$ cat config.mk
export PLATFORM = sky130hd
export DESIGN_NAME = exu_div_arb_ctl_flat
export DESIGN_NICKNAME = d
export VERILOG_FILES = /design/src/rtl/exu_div_arb_ctl_pkg.sv /design/src/rtl/exu_div_arb_ctl_if.sv /design/src/rtl/exu_div_rr_arb.sv /design/src/rtl/exu_div_arb_ctl.sv /design/src/flat_wrapper.sv
export SDC_FILE = /design/constraint.sdc
export NUM_CORES = 1
export LEC_CHECK = 0
export ABC_AREA = 1
export CAP_MARGIN = 10
export CORE_MARGIN = 2
export CORE_UTILIZATION = 39
export CTS_BUF_LIST = sky130_fd_sc_hd__clkbuf_8
export DETAILED_ROUTE_END_ITERATION = 8
export PLACE_DENSITY = 0.83
export SLEW_MARGIN = 5
export SYNTH_ARGS = -nofsm -noshare
export SYNTH_HDL_FRONTEND = slang
export SYNTH_HIERARCHICAL = 1
export SYNTH_SLANG_ARGS = --single-unit
$ cat constraint.sdc
create_clock -name clk -period 2.45 [get_ports clk]
set_input_delay 0.49 -clock clk [delete_from_list [all_inputs] [get_ports clk]]
set_output_delay 0.49 -clock clk [all_outputs]
set_load 0.01 [all_outputs]
$ cat src/rtl/exu_div_arb_ctl_pkg.sv
// Shared types and constants for the divider arbiter/sequencer.
package exu_div_arb_ctl_pkg;

    localparam int unsigned DIV_MBPTA_LATENCY = 36;
    localparam int unsigned DATA_W            = 32;

    // Sequencer states
    localparam logic [1:0] S_IDLE  = 2'd0;
    localparam logic [1:0] S_ISSUE = 2'd1;
    localparam logic [1:0] S_WAIT  = 2'd2;
    localparam logic [1:0] S_RESP  = 2'd3;

    // Operation payload presented to the divider
    typedef struct packed {
        logic [DATA_W-1:0] dividend;
        logic [DATA_W-1:0] divisor;
        logic              unsign;
        logic              rem;
    } div_pkt_t;

endpackage

$ cat src/rtl/exu_div_arb_ctl_if.sv
// Request, divider and response bundle between issue logic, arbiter and divider.
interface exu_div_arb_ctl_if;
    import exu_div_arb_ctl_pkg::*;

    logic [1:0]             req_valid;
    logic [1:0]             req_ready;
    logic [1:0][DATA_W-1:0] req_dividend;
    logic [1:0][DATA_W-1:0] req_divisor;
    logic [1:0]             req_unsign;
    logic [1:0]             req_rem;
    logic [1:0]             req_flush;
    logic                   div_valid;
    logic [DATA_W-1:0]      div_dividend;
    logic [DATA_W-1:0]      div_divisor;
    logic                   div_unsign;
    logic                   div_rem;
    logic                   div_cancel;
    logic                   div_finish;
    logic [DATA_W-1:0]      div_result;
    logic [1:0]             rsp_valid;
    logic [DATA_W-1:0]      rsp_data;
    logic [1:0]             rsp_ready;
    logic                   busy;
    logic                   err_latency;

    // Arbiter side
    modport slave (
        input  req_valid, req_dividend, req_divisor, req_unsign, req_rem, req_flush,
        input  div_finish, div_result, rsp_ready,
        output req_ready, div_valid, div_dividend, div_divisor, div_unsign, div_rem,
        output div_cancel, rsp_valid, rsp_data, busy, err_latency
    );

    // Requester/divider side
    modport master (
        output req_valid, req_dividend, req_divisor, req_unsign, req_rem, req_flush,
        output div_finish, div_result, rsp_ready,
        input  req_ready, div_valid, div_dividend, div_divisor, div_unsign, div_rem,
        input  div_cancel, rsp_valid, rsp_data, busy, err_latency
    );

endinterface

$ cat src/rtl/exu_div_rr_arb.sv
// Two-way round-robin grant; the pointer moves past the winner on each accepted grant.
module exu_div_rr_arb (
    input  logic       clk,
    input  logic       rst,
    input  logic [1:0] i_req,
    input  logic       i_upd,
    output logic [1:0] o_gnt_c
);

    logic r_ptr;
    logic w_pick;

    // Preferred requester wins if asking, otherwise the other one
    always_comb begin
        w_pick  = i_req[r_ptr] ? r_ptr : ~r_ptr;
        o_gnt_c = 2'b00;
        if (|i_req) begin
            o_gnt_c[w_pick] = 1'b1;
        end
    end

    // Pointer update on accepted grant
    always_ff @(posedge clk) begin
        if (rst) begin
            r_ptr <= 1'b0;
        end else if (i_upd) begin
            r_ptr <= ~w_pick;
        end
    end

endmodule

$ cat src/rtl/exu_div_arb_ctl.sv
// Shares one constant-latency divider between two requesters; results are
// released a fixed number of cycles after issue regardless of divider timing.
module exu_div_arb_ctl
    import exu_div_arb_ctl_pkg::*;
#(
    parameter int unsigned DIV_LATENCY   = DIV_MBPTA_LATENCY,
    parameter int unsigned TIMEOUT_SLACK = 3
) (
    input  logic              clk,
    input  logic              rst,
    exu_div_arb_ctl_if.slave  bus
);

    localparam int unsigned     CNT_W   = $clog2(DIV_LATENCY + TIMEOUT_SLACK + 1);
    localparam logic [CNT_W-1:0] CNT_LAT = CNT_W'(DIV_LATENCY);
    localparam logic [CNT_W-1:0] CNT_TMO = CNT_W'(DIV_LATENCY + TIMEOUT_SLACK);

    logic [1:0]        r_state;
    logic [1:0]        w_state_nxt;
    logic [CNT_W-1:0]  r_cnt;
    logic              r_owner;
    logic              r_res_ok;
    logic              r_div_valid;
    logic [1:0]        r_rsp_valid;
    logic [DATA_W-1:0] r_res;
    div_pkt_t          r_pkt;
    div_pkt_t          w_pkt;
    logic [1:0]        w_arb_req;
    logic [1:0]        w_gnt;
    logic              w_hs;
    logic              w_sel;
    logic              w_own_flush;
    logic              w_active;
    logic              w_err;
    logic              w_capture;

    // Only flush-free requesters compete, and only while idle
    assign w_arb_req   = (r_state == S_IDLE && !rst) ? (bus.req_valid & ~bus.req_flush) : 2'b00;
    assign w_hs        = |w_gnt;
    assign w_sel       = w_gnt[1];
    assign w_own_flush = bus.req_flush[r_owner];
    assign w_active    = (r_state == S_ISSUE) || (r_state == S_WAIT);

    exu_div_rr_arb u_rr_arb (
        .clk     (clk),
        .rst     (rst),
        .i_req   (w_arb_req),
        .i_upd   (w_hs),
        .o_gnt_c (w_gnt)
    );

    // Operand mux for the granted requester
    always_comb begin
        w_pkt.dividend = bus.req_dividend[w_sel];
        w_pkt.divisor  = bus.req_divisor[w_sel];
        w_pkt.unsign   = bus.req_unsign[w_sel];
        w_pkt.rem      = bus.req_rem[w_sel];
    end

    // Next state, result capture and latency-error detection
    always_comb begin
        w_state_nxt = r_state;
        w_err       = 1'b0;
        w_capture   = 1'b0;
        case (r_state)
            S_IDLE: begin
                if (w_hs) w_state_nxt = S_ISSUE;
                w_err = bus.div_finish;
            end
            S_ISSUE: begin
                w_state_nxt = w_own_flush ? S_IDLE : S_WAIT;
                w_err       = bus.div_finish;
            end
            S_WAIT: begin
                if (w_own_flush) begin
                    w_state_nxt = S_IDLE;
                end else begin
                    w_capture = bus.div_finish;
                    // Release is padded to the fixed latency even for an early finish
                    if (r_cnt >= CNT_LAT && (r_res_ok || bus.div_finish)) begin
                        w_state_nxt = S_RESP;
                    end else if (r_cnt == CNT_TMO) begin
                        w_err       = 1'b1;
                        w_state_nxt = S_IDLE;
                    end
                end
            end
            S_RESP: begin
                if (w_own_flush || bus.rsp_ready[r_owner]) w_state_nxt = S_IDLE;
                w_err = bus.div_finish;
            end
            default: w_state_nxt = S_IDLE;
        endcase
    end

    // State, counter, operand and result registers
    always_ff @(posedge clk) begin
        if (rst) begin
            r_state     <= S_IDLE;
            r_cnt       <= '0;
            r_owner     <= 1'b0;
            r_res_ok    <= 1'b0;
            r_div_valid <= 1'b0;
            r_rsp_valid <= 2'b00;
            r_res       <= '0;
            r_pkt       <= '0;
        end else begin
            r_state     <= w_state_nxt;
            r_cnt       <= (w_state_nxt == S_WAIT) ? r_cnt + CNT_W'(1) : '0;
            r_div_valid <= w_hs;
            r_rsp_valid <= (w_state_nxt == S_RESP) ? (r_owner ? 2'b10 : 2'b01) : 2'b00;
            if (w_hs) begin
                r_owner <= w_sel;
                r_pkt   <= w_pkt;
            end
            if (w_hs || w_state_nxt == S_IDLE) begin
                r_res_ok <= 1'b0;
            end else if (w_capture) begin
                r_res_ok <= 1'b1;
            end
            if (w_capture) r_res <= bus.div_result;
        end
    end

    assign bus.req_ready    = w_gnt;
    assign bus.div_valid    = r_div_valid;
    assign bus.div_dividend = r_pkt.dividend;
    assign bus.div_divisor  = r_pkt.divisor;
    assign bus.div_unsign   = r_pkt.unsign;
    assign bus.div_rem      = r_pkt.rem;
    assign bus.div_cancel   = rst | (w_active & w_own_flush);
    assign bus.rsp_valid    = r_rsp_valid;
    assign bus.rsp_data     = r_res;
    assign bus.busy         = (r_state != S_IDLE);
    assign bus.err_latency  = w_err & ~rst;

endmodule

$ cat src/flat_wrapper.sv
// flat-port wrapper written by rule: the top's interface ports become plain ports
module exu_div_arb_ctl_flat import exu_div_arb_ctl_pkg::*;
#(
    parameter int unsigned DIV_LATENCY   = DIV_MBPTA_LATENCY,
    parameter int unsigned TIMEOUT_SLACK = 3
)
  (clk, rst, bus_req_valid, bus_req_dividend, bus_req_divisor, bus_req_unsign, bus_req_rem, bus_req_flush, bus_div_finish, bus_div_result, bus_rsp_ready, bus_req_ready, bus_div_valid, bus_div_dividend, bus_div_divisor, bus_div_unsign, bus_div_rem, bus_div_cancel, bus_rsp_valid, bus_rsp_data, bus_busy, bus_err_latency);
  exu_div_arb_ctl_if bus_i ();
  input  logic clk;
  input  logic rst;
  input wire logic [$bits(bus_i.req_valid)-1:0] bus_req_valid;
  input wire logic [$bits(bus_i.req_dividend)-1:0] bus_req_dividend;
  input wire logic [$bits(bus_i.req_divisor)-1:0] bus_req_divisor;
  input wire logic [$bits(bus_i.req_unsign)-1:0] bus_req_unsign;
  input wire logic [$bits(bus_i.req_rem)-1:0] bus_req_rem;
  input wire logic [$bits(bus_i.req_flush)-1:0] bus_req_flush;
  input wire logic [$bits(bus_i.div_finish)-1:0] bus_div_finish;
  input wire logic [$bits(bus_i.div_result)-1:0] bus_div_result;
  input wire logic [$bits(bus_i.rsp_ready)-1:0] bus_rsp_ready;
  output wire logic [$bits(bus_i.req_ready)-1:0] bus_req_ready;
  output wire logic [$bits(bus_i.div_valid)-1:0] bus_div_valid;
  output wire logic [$bits(bus_i.div_dividend)-1:0] bus_div_dividend;
  output wire logic [$bits(bus_i.div_divisor)-1:0] bus_div_divisor;
  output wire logic [$bits(bus_i.div_unsign)-1:0] bus_div_unsign;
  output wire logic [$bits(bus_i.div_rem)-1:0] bus_div_rem;
  output wire logic [$bits(bus_i.div_cancel)-1:0] bus_div_cancel;
  output wire logic [$bits(bus_i.rsp_valid)-1:0] bus_rsp_valid;
  output wire logic [$bits(bus_i.rsp_data)-1:0] bus_rsp_data;
  output wire logic [$bits(bus_i.busy)-1:0] bus_busy;
  output wire logic [$bits(bus_i.err_latency)-1:0] bus_err_latency;
  assign bus_i.req_valid = bus_req_valid;
  assign bus_i.req_dividend = bus_req_dividend;
  assign bus_i.req_divisor = bus_req_divisor;
  assign bus_i.req_unsign = bus_req_unsign;
  assign bus_i.req_rem = bus_req_rem;
  assign bus_i.req_flush = bus_req_flush;
  assign bus_i.div_finish = bus_div_finish;
  assign bus_i.div_result = bus_div_result;
  assign bus_i.rsp_ready = bus_rsp_ready;
  assign bus_req_ready = bus_i.req_ready;
  assign bus_div_valid = bus_i.div_valid;
  assign bus_div_dividend = bus_i.div_dividend;
  assign bus_div_divisor = bus_i.div_divisor;
  assign bus_div_unsign = bus_i.div_unsign;
  assign bus_div_rem = bus_i.div_rem;
  assign bus_div_cancel = bus_i.div_cancel;
  assign bus_rsp_valid = bus_i.rsp_valid;
  assign bus_rsp_data = bus_i.rsp_data;
  assign bus_busy = bus_i.busy;
  assign bus_err_latency = bus_i.err_latency;
  exu_div_arb_ctl #(.DIV_LATENCY(DIV_LATENCY), .TIMEOUT_SLACK(TIMEOUT_SLACK)) u_core (.clk(clk), .rst(rst), .bus(bus_i));
endmodule
* Word-level counts from Yosys, hierarchy flattened
Index checks and enable logic that the tools add are counted.
Operators by class: add/sub/neg operators 1, $lt $le $gt $ge 6, equality and inequality tests 6, multiplexer cells 33, bitwise gates (word level) 10, reductions and logical operators 17
Operators with widths (number):
- 32-bit two-way mux | 4
- 2-bit two-way mux | 9
- 1-bit two-way mux | 17
- 2-bit OR reduction | 5
- 2-bit == test, second input constant | 4
- 1-bit by 2-bit < comparator with 1-bit output, second input constant | 4
- 2-bit one-hot mux with 4 select lines | 1
- 6-bit by 1-bit adder with 6-bit output, second input constant | 1
- 6-bit == test, second input constant | 1
- 6-bit greater-or-equal comparator, second input constant | 1
- 1-bit NOT | 5
- 2-bit zero test | 2
- 1-bit logical OR | 4
- 1-bit logical AND | 3
- 3-bit OR reduction | 1
- 1-bit AND | 2
- 2-bit AND | 1
- 2-bit by 1-bit == test with 1-bit output, second input constant | 1
- 2-bit NOT | 1
- 1-bit one-hot mux with 2 select lines | 1
- 2-bit nonzero test | 1
- 1-bit demux with 1-bit select | 1
- 1-bit greater-or-equal comparator, second input constant | 1
- 1-bit zero test | 1
- 1-bit OR | 1
Word-level totals: register bits 112, bits of input ports 173

* Depth between registers and ports, before layout
word-level depth 17, depth in mapped cells 15

* By module
The synthesis kept the hierarchy.
Modules (own cells, without submodules):
- exu_div_arb_ctl | times used 1, cells an instance 619, area an instance 4672.0 sq um
- exu_div_rr_arb | times used 1, cells an instance 9, area an instance 60.1 sq um

* Worst setup path before layout
OpenSTA, ideal clock, no wires.
path type input-to-reg, start point input rst, end point register u_core.r_pkt, in the netlist u_core/bus.div_divisor[10], library setup time 0.132 ns, arrival 2.355 ns, required time 2.318 ns, path slack -0.037 ns, stages on the path 12, buffers on the path 5, path through buf_2 > inv_1 > buf_2 > nand2_1 > nor3b_1 > a21boi_1 > buf_2 > nor2_4 > buf_4 > buf_2 > a22oi_1 > a21oi_1
Between the ends: cells in the longest elaborated chain, start to end 13, elaborated cells between the ends (all ways) 16, classes of those cells 2 x order compare; 9 x mux; 5 x reduce/logical
Ends and longest elaborated chain:
- from (decl) | RTL line flat_wrapper.sv:10 | input logic rst;
- 1-bit zero test * | RTL line exu_div_arb_ctl.sv:38 | assign w_arb_req = (r_state == S_IDLE && !rst) ? (bus.req_valid & ~bus.req_flush) : 2'b00;
- 1-bit logical AND * | RTL line exu_div_arb_ctl.sv:38
- 2-bit two-way mux * | RTL line exu_div_arb_ctl.sv:38
- named net u_core.w_arb_req[1] | RTL line exu_div_arb_ctl.sv:28 | logic [1:0] w_arb_req;
- 1-bit two-way mux (not written as such) (2 in a row) | RTL line exu_div_rr_arb.sv:15 | w_pick = i_req[r_ptr] ? r_ptr : ~r_ptr;
- 1-bit two-way mux | RTL line exu_div_rr_arb.sv:15
- 1-bit by 2-bit < comparator with 1-bit output (not written as such) / 1-bit greater-or-equal comparator (equally long branches) | RTL line exu_div_rr_arb.sv:18 | o_gnt_c[w_pick] = 1'b1;
- 1-bit logical AND (not written as such) | RTL line exu_div_rr_arb.sv:18
- 1-bit two-way mux (not written as such) | RTL line exu_div_rr_arb.sv:18
- 1-bit demux with 1-bit select | RTL line exu_div_rr_arb.sv:18
- 2-bit two-way mux * | RTL line exu_div_rr_arb.sv:17 | if (|i_req) begin
- named net bus_req_ready[1] | RTL line flat_wrapper.sv:20 | output wire logic [$bits(bus_i.req_ready)-1:0] bus_req_ready;
- 32-bit two-way mux (not written as such) (2 in a row) | RTL line exu_div_arb_ctl.sv:55 | w_pkt.divisor = bus.req_divisor[w_sel];
- to (signal assigned) | RTL line exu_div_arb_ctl.sv:114 | r_pkt <= w_pkt;
- to (decl) | RTL line exu_div_arb_ctl.sv:26 | div_pkt_t r_pkt;
Mark *: on every way through the listed nets, which the timed path passes. The rest lies on a longest branch. The select of a mux whose other input is x is not followed. A chain may end at the register's enable or synchronous reset.

* Final worst setup path
start point register u_core.r_state[0], end point output bus_req_ready[1]
Between the ends: cells in the longest elaborated chain, start to end 11, elaborated cells between the ends (all ways) 13, classes of those cells 2 x order compare; 7 x mux; 4 x reduce/logical
Ends and longest elaborated chain:
- from (decl) | RTL line exu_div_arb_ctl.sv:18 | logic [1:0] r_state;
- from (signal assigned) | RTL line exu_div_arb_ctl.sv:108 | r_state <= w_state_nxt;
- 2-bit zero test * | RTL line exu_div_arb_ctl.sv:38
- 1-bit logical AND * | RTL line exu_div_arb_ctl.sv:38
- 2-bit two-way mux * | RTL line exu_div_arb_ctl.sv:38
- named net u_core.w_arb_req[1] | RTL line exu_div_arb_ctl.sv:28
- 1-bit two-way mux (not written as such) (2 in a row) | RTL line exu_div_rr_arb.sv:15
- 1-bit two-way mux | RTL line exu_div_rr_arb.sv:15
- 1-bit by 2-bit < comparator with 1-bit output (not written as such) / 1-bit greater-or-equal comparator (equally long branches) | RTL line exu_div_rr_arb.sv:18
- 1-bit logical AND (not written as such) | RTL line exu_div_rr_arb.sv:18
- 1-bit two-way mux (not written as such) | RTL line exu_div_rr_arb.sv:18
- 1-bit demux with 1-bit select | RTL line exu_div_rr_arb.sv:18
- 2-bit two-way mux * | RTL line exu_div_rr_arb.sv:17
- to (decl) | RTL line flat_wrapper.sv:20
Marks and branches as above.

==> results.yml <==
run_status:
  run_status: "finished clean"
timing:
  hold_violations: 0
  report.final.slew_viol_count: 0
  period_needed_ns: 2.31
  worst-slew-pin-transition_ns: 0.694
  clock-skew-final_ns: 0.00616
  grt_setup_unrepaired: "no"
  worst_hold_slack_ns: 0.464
  setup_violations: 0
  timing.slew.headroom: 0.537
  fin_tns_setup_ns: 0
  final.period_utilization: 0.943
  fmax_ghz: 0.433
synthesis:
  yosysWarnings: 6
  synth_top_area_share: 0.474
  synth.most_common_cell: "sky130_fd_sc_hd__nand2_1"
  postSynthRegisterBits: 112
  synthCells: 628
  number_of_enable_flip_flop_cells_after_synthesis: 0
  synth.area.top_cells: "sky130_fd_sc_hd__dfxtp_1 47%, sky130_fd_sc_hd__nand2_1 19%, sky130_fd_sc_hd__a22oi_1 4.3%"
  synthTopCellsByCount: "235 x sky130_fd_sc_hd__nand2_1, 112 x sky130_fd_sc_hd__dfxtp_1, 45 x sky130_fd_sc_hd__inv_1"
  netlist.top_cell.by_area: "sky130_fd_sc_hd__dfxtp_1"
  synth_seq_area_share: 0.474
  synth_area_um2: 4730
  synth.net_count: 809
  postSynth.asyncResetShare: 0
  post_synth.cell_area_avg_um2: 7.54
  synthFlopType: "sky130_fd_sc_hd__dfxtp_1"
  ys_types: 28
die:
  die_width_um: 114
  core-area_um2: 11900
  rows: 40
  floorplan.initialDensity: 0.397
  fp.dieArea_um2: 13000
  die_height_um: 114
  boundaryPins: 279
pwr:
  share_comb_of_total_power: 0.335
  seqPwrFrac: 0.432
  total_power_uw: 4860
  cell_internal_pwr_uw: 3340
  ir_drop_worst_case_vdd_mv: 0.364
  power-per-cell-area_nw_per_um2: 610
  p_leak_uw: 0.00319
  clock_power_share: 0.234
  net-switching-power_uw: 1510
  netSwitchingFraction: 0.312
global_route:
  grtUsageMet2: 0.379
  grt_first_pass_wirelength_mm: 22.8
  use_met3: 0.0752
  grt_util_all_layers: 0.217
  vias_in_the_first_global_route: 4783
  largest_net_degree_at_the_start_of_global_routing: 65
  grt_antenna_before_repair: 0
  met1_routing_resource_usage_after_global_routing: 0.243
  grt_most_used_layer: "met2"
  grt-ovfl-total: 0
layout:
  design_area_um2: 7960
  finalNetCount: 1082
  multi_input_area_um2: 2130
  seq_area_um2: 2240
  layout-area-overhead-vs-synth_pct: 68.2
  drive_above_1_share: 0.0662
  finalCoreUtilization: 0.668
  fillers: 1006
  diodes: 0
place:
  postPlaceCellArea_um2: 7760
  place_congestion: 0.807
  port_buffers: 278
  detailedPlacementHpwl_mm: 11.0
drt:
  drt_drc_violations_left: 0
  finalWirelength_mm: 14.7
  vias: 5066
  detail_route.vias_per_cell: 4.81
  dr.first_iter.drc_count: 225
  avgRoutedWirePerCell_um: 14.0
  antenna_left: 0
  firstDrtPassIters: 4
worst_setup_path:
  cp_max_fo: 5
  crit_path_start_kind: "flop"
  worst_ep_required_time_ns: 1.96
  worst_ep_arrival_time_ns: 1.82
  reg2reg_depth: 13
  critPathKind: "reg2out"
  worst_setup_path_end_kind: "output port"
clock_tree:
  cts_tree: "built"
  h-tree-depth: 3
  clock_path_buffers: 2
  cts-root-buf: "sky130_fd_sc_hd__clkbuf_8"
  cts-buffers-inserted: 9
  worst_setup_hold_path_clk_slew_ns: 0.10
  num_clock_sinks: 112
  clk_latency_ns: 0.37
run:
  max_capacitance_violation_total: 0
hold_path:
  hp-class: "reg2reg"
  hold_path_depth: 2
==> layout make-up <==
cell class | count | area share
Timing Repair Buffer | 299 | 0.378
Sequential cell | 112 | 0.282
Multi-Input combinational cell | 429 | 0.267
Inverter | 50 | 0.0237
Tap cell | 147 | 0.0231
Clock buffer | 10 | 0.0173
Clock inverter | 6 | 0.00849
==> sequential cells by signal (all words and copies together), names as in the netlist <==
register and cells:
u_core/bus.div_dividend 32, u_core/bus.div_divisor 32, u_core/bus.div_rem 1, u_core/bus.div_unsign 1, u_core/bus.div_valid 1, u_core/bus.rsp_data 32, u_core/bus.rsp_valid 2, u_core/r_cnt 6
u_core/r_owner 1, u_core/r_res_ok 1, u_core/r_state 2, u_core/u_rr_arb/r_ptr 1
==> worst max-delay path, cell delays in order, from the launching register on <==
cell,delay (ns)
sky130_fd_sc_hd__dfxtp_2,0.37
sky130_fd_sc_hd__inv_2,0.10
sky130_fd_sc_hd__ha_1,0.18
sky130_fd_sc_hd__nand2_1,0.10
sky130_fd_sc_hd__nor3b_2,0.22
sky130_fd_sc_hd__a21boi_4,0.21
sky130_fd_sc_hd__dlygate4sd2_1,0.27
==> kinds of logic after synthesis <==
family | after synthesis | synth area share
AND/OR/NAND/NOR | 295 | 0.255
flip-flops | 112 | 0.474
AO/OA/AOI/OAI | 109 | 0.132
buffers and inverters | 87 | 0.0830
multiplexers | 13 | 0.0275
adder cells (fa/ha/maj) | 8 | 0.0212
XOR/XNOR | 4 | 0.00740
==> power by group through the flow <==
| stage | registers, µW | clock network (µW) | logic, µW |
|---|---|---|---|
| after floorplan | 2200 | 0 | 695 |
| after global placement | 2130 | 0 | 1610 |
| after detailed placement | 2130 | 0 | 1630 |
| after CTS | 2100 | 1160 | 1630 |
| after global routing | 2110 | 1240 | 1780 |
| final | 2100 | 1140 | 1620 |
==> placed cells by master (no fill, tap or decap), types with 5 or more instances in the layout <==
master,synthesis,layout
sky130_fd_sc_hd__clkdlybuf4s50_1,0,273
sky130_fd_sc_hd__nand2_1,235,235
sky130_fd_sc_hd__dfxtp_1,112,111
sky130_fd_sc_hd__inv_1,45,44
sky130_fd_sc_hd__o21ai_0,39,39
sky130_fd_sc_hd__a21oi_1,39,39
sky130_fd_sc_hd__nand3_1,33,33
sky130_fd_sc_hd__a22oi_1,27,27
sky130_fd_sc_hd__buf_4,5,14
sky130_fd_sc_hd__mux2i_1,13,13
sky130_fd_sc_hd__nor2_1,12,12
sky130_fd_sc_hd__clkbuf_8,0,10
sky130_fd_sc_hd__ha_1,8,8
sky130_fd_sc_hd__buf_12,0,7
sky130_fd_sc_hd__inv_2,4,5
==> routing by layer <==
layer / share of wire / wire [µm]
met3: 0.096 / 1420
met1: 0.39 / 5690
met4: 0.028 / 405
met2: 0.49 / 7200
met5: 0 / 0
==> stage by stage <==
stage               cells  worst slack [ns]
floorplan             628            0.0707
global placement     1037            -0.121
detailed placement   1037            -0.131
CTS                  1053            0.0190
global route         1053            0.0115
finish               1053             0.140
==> repair_timing <==
action                                  in CTS  in global routing
endpoints found under the setup margin       4                  2
setup buffers                                0                  0
hold buffers                                 0                  0
resized for setup                            6                  7
==> path summary, 6_finish.rpt <==
kind,from,to,slack (ns)
hold / removal,u_core/bus.div_divisor[17]$_SDFFE_PP0P_,u_core/bus.div_divisor[17]$_SDFFE_PP0P_,0.46
setup reg to reg,u_core/r_state[0]$_SDFF_PP0_,u_core/bus.div_dividend[21]$_SDFFE_PP0P_,0.30
hold reg to reg,u_core/bus.div_divisor[17]$_SDFFE_PP0P_,u_core/bus.div_divisor[17]$_SDFFE_PP0P_,0.46
setup / recovery,u_core/r_state[0]$_SDFF_PP0_,bus_req_ready[1],0.14
Note: power is estimated with default switching activity, not from simulation.
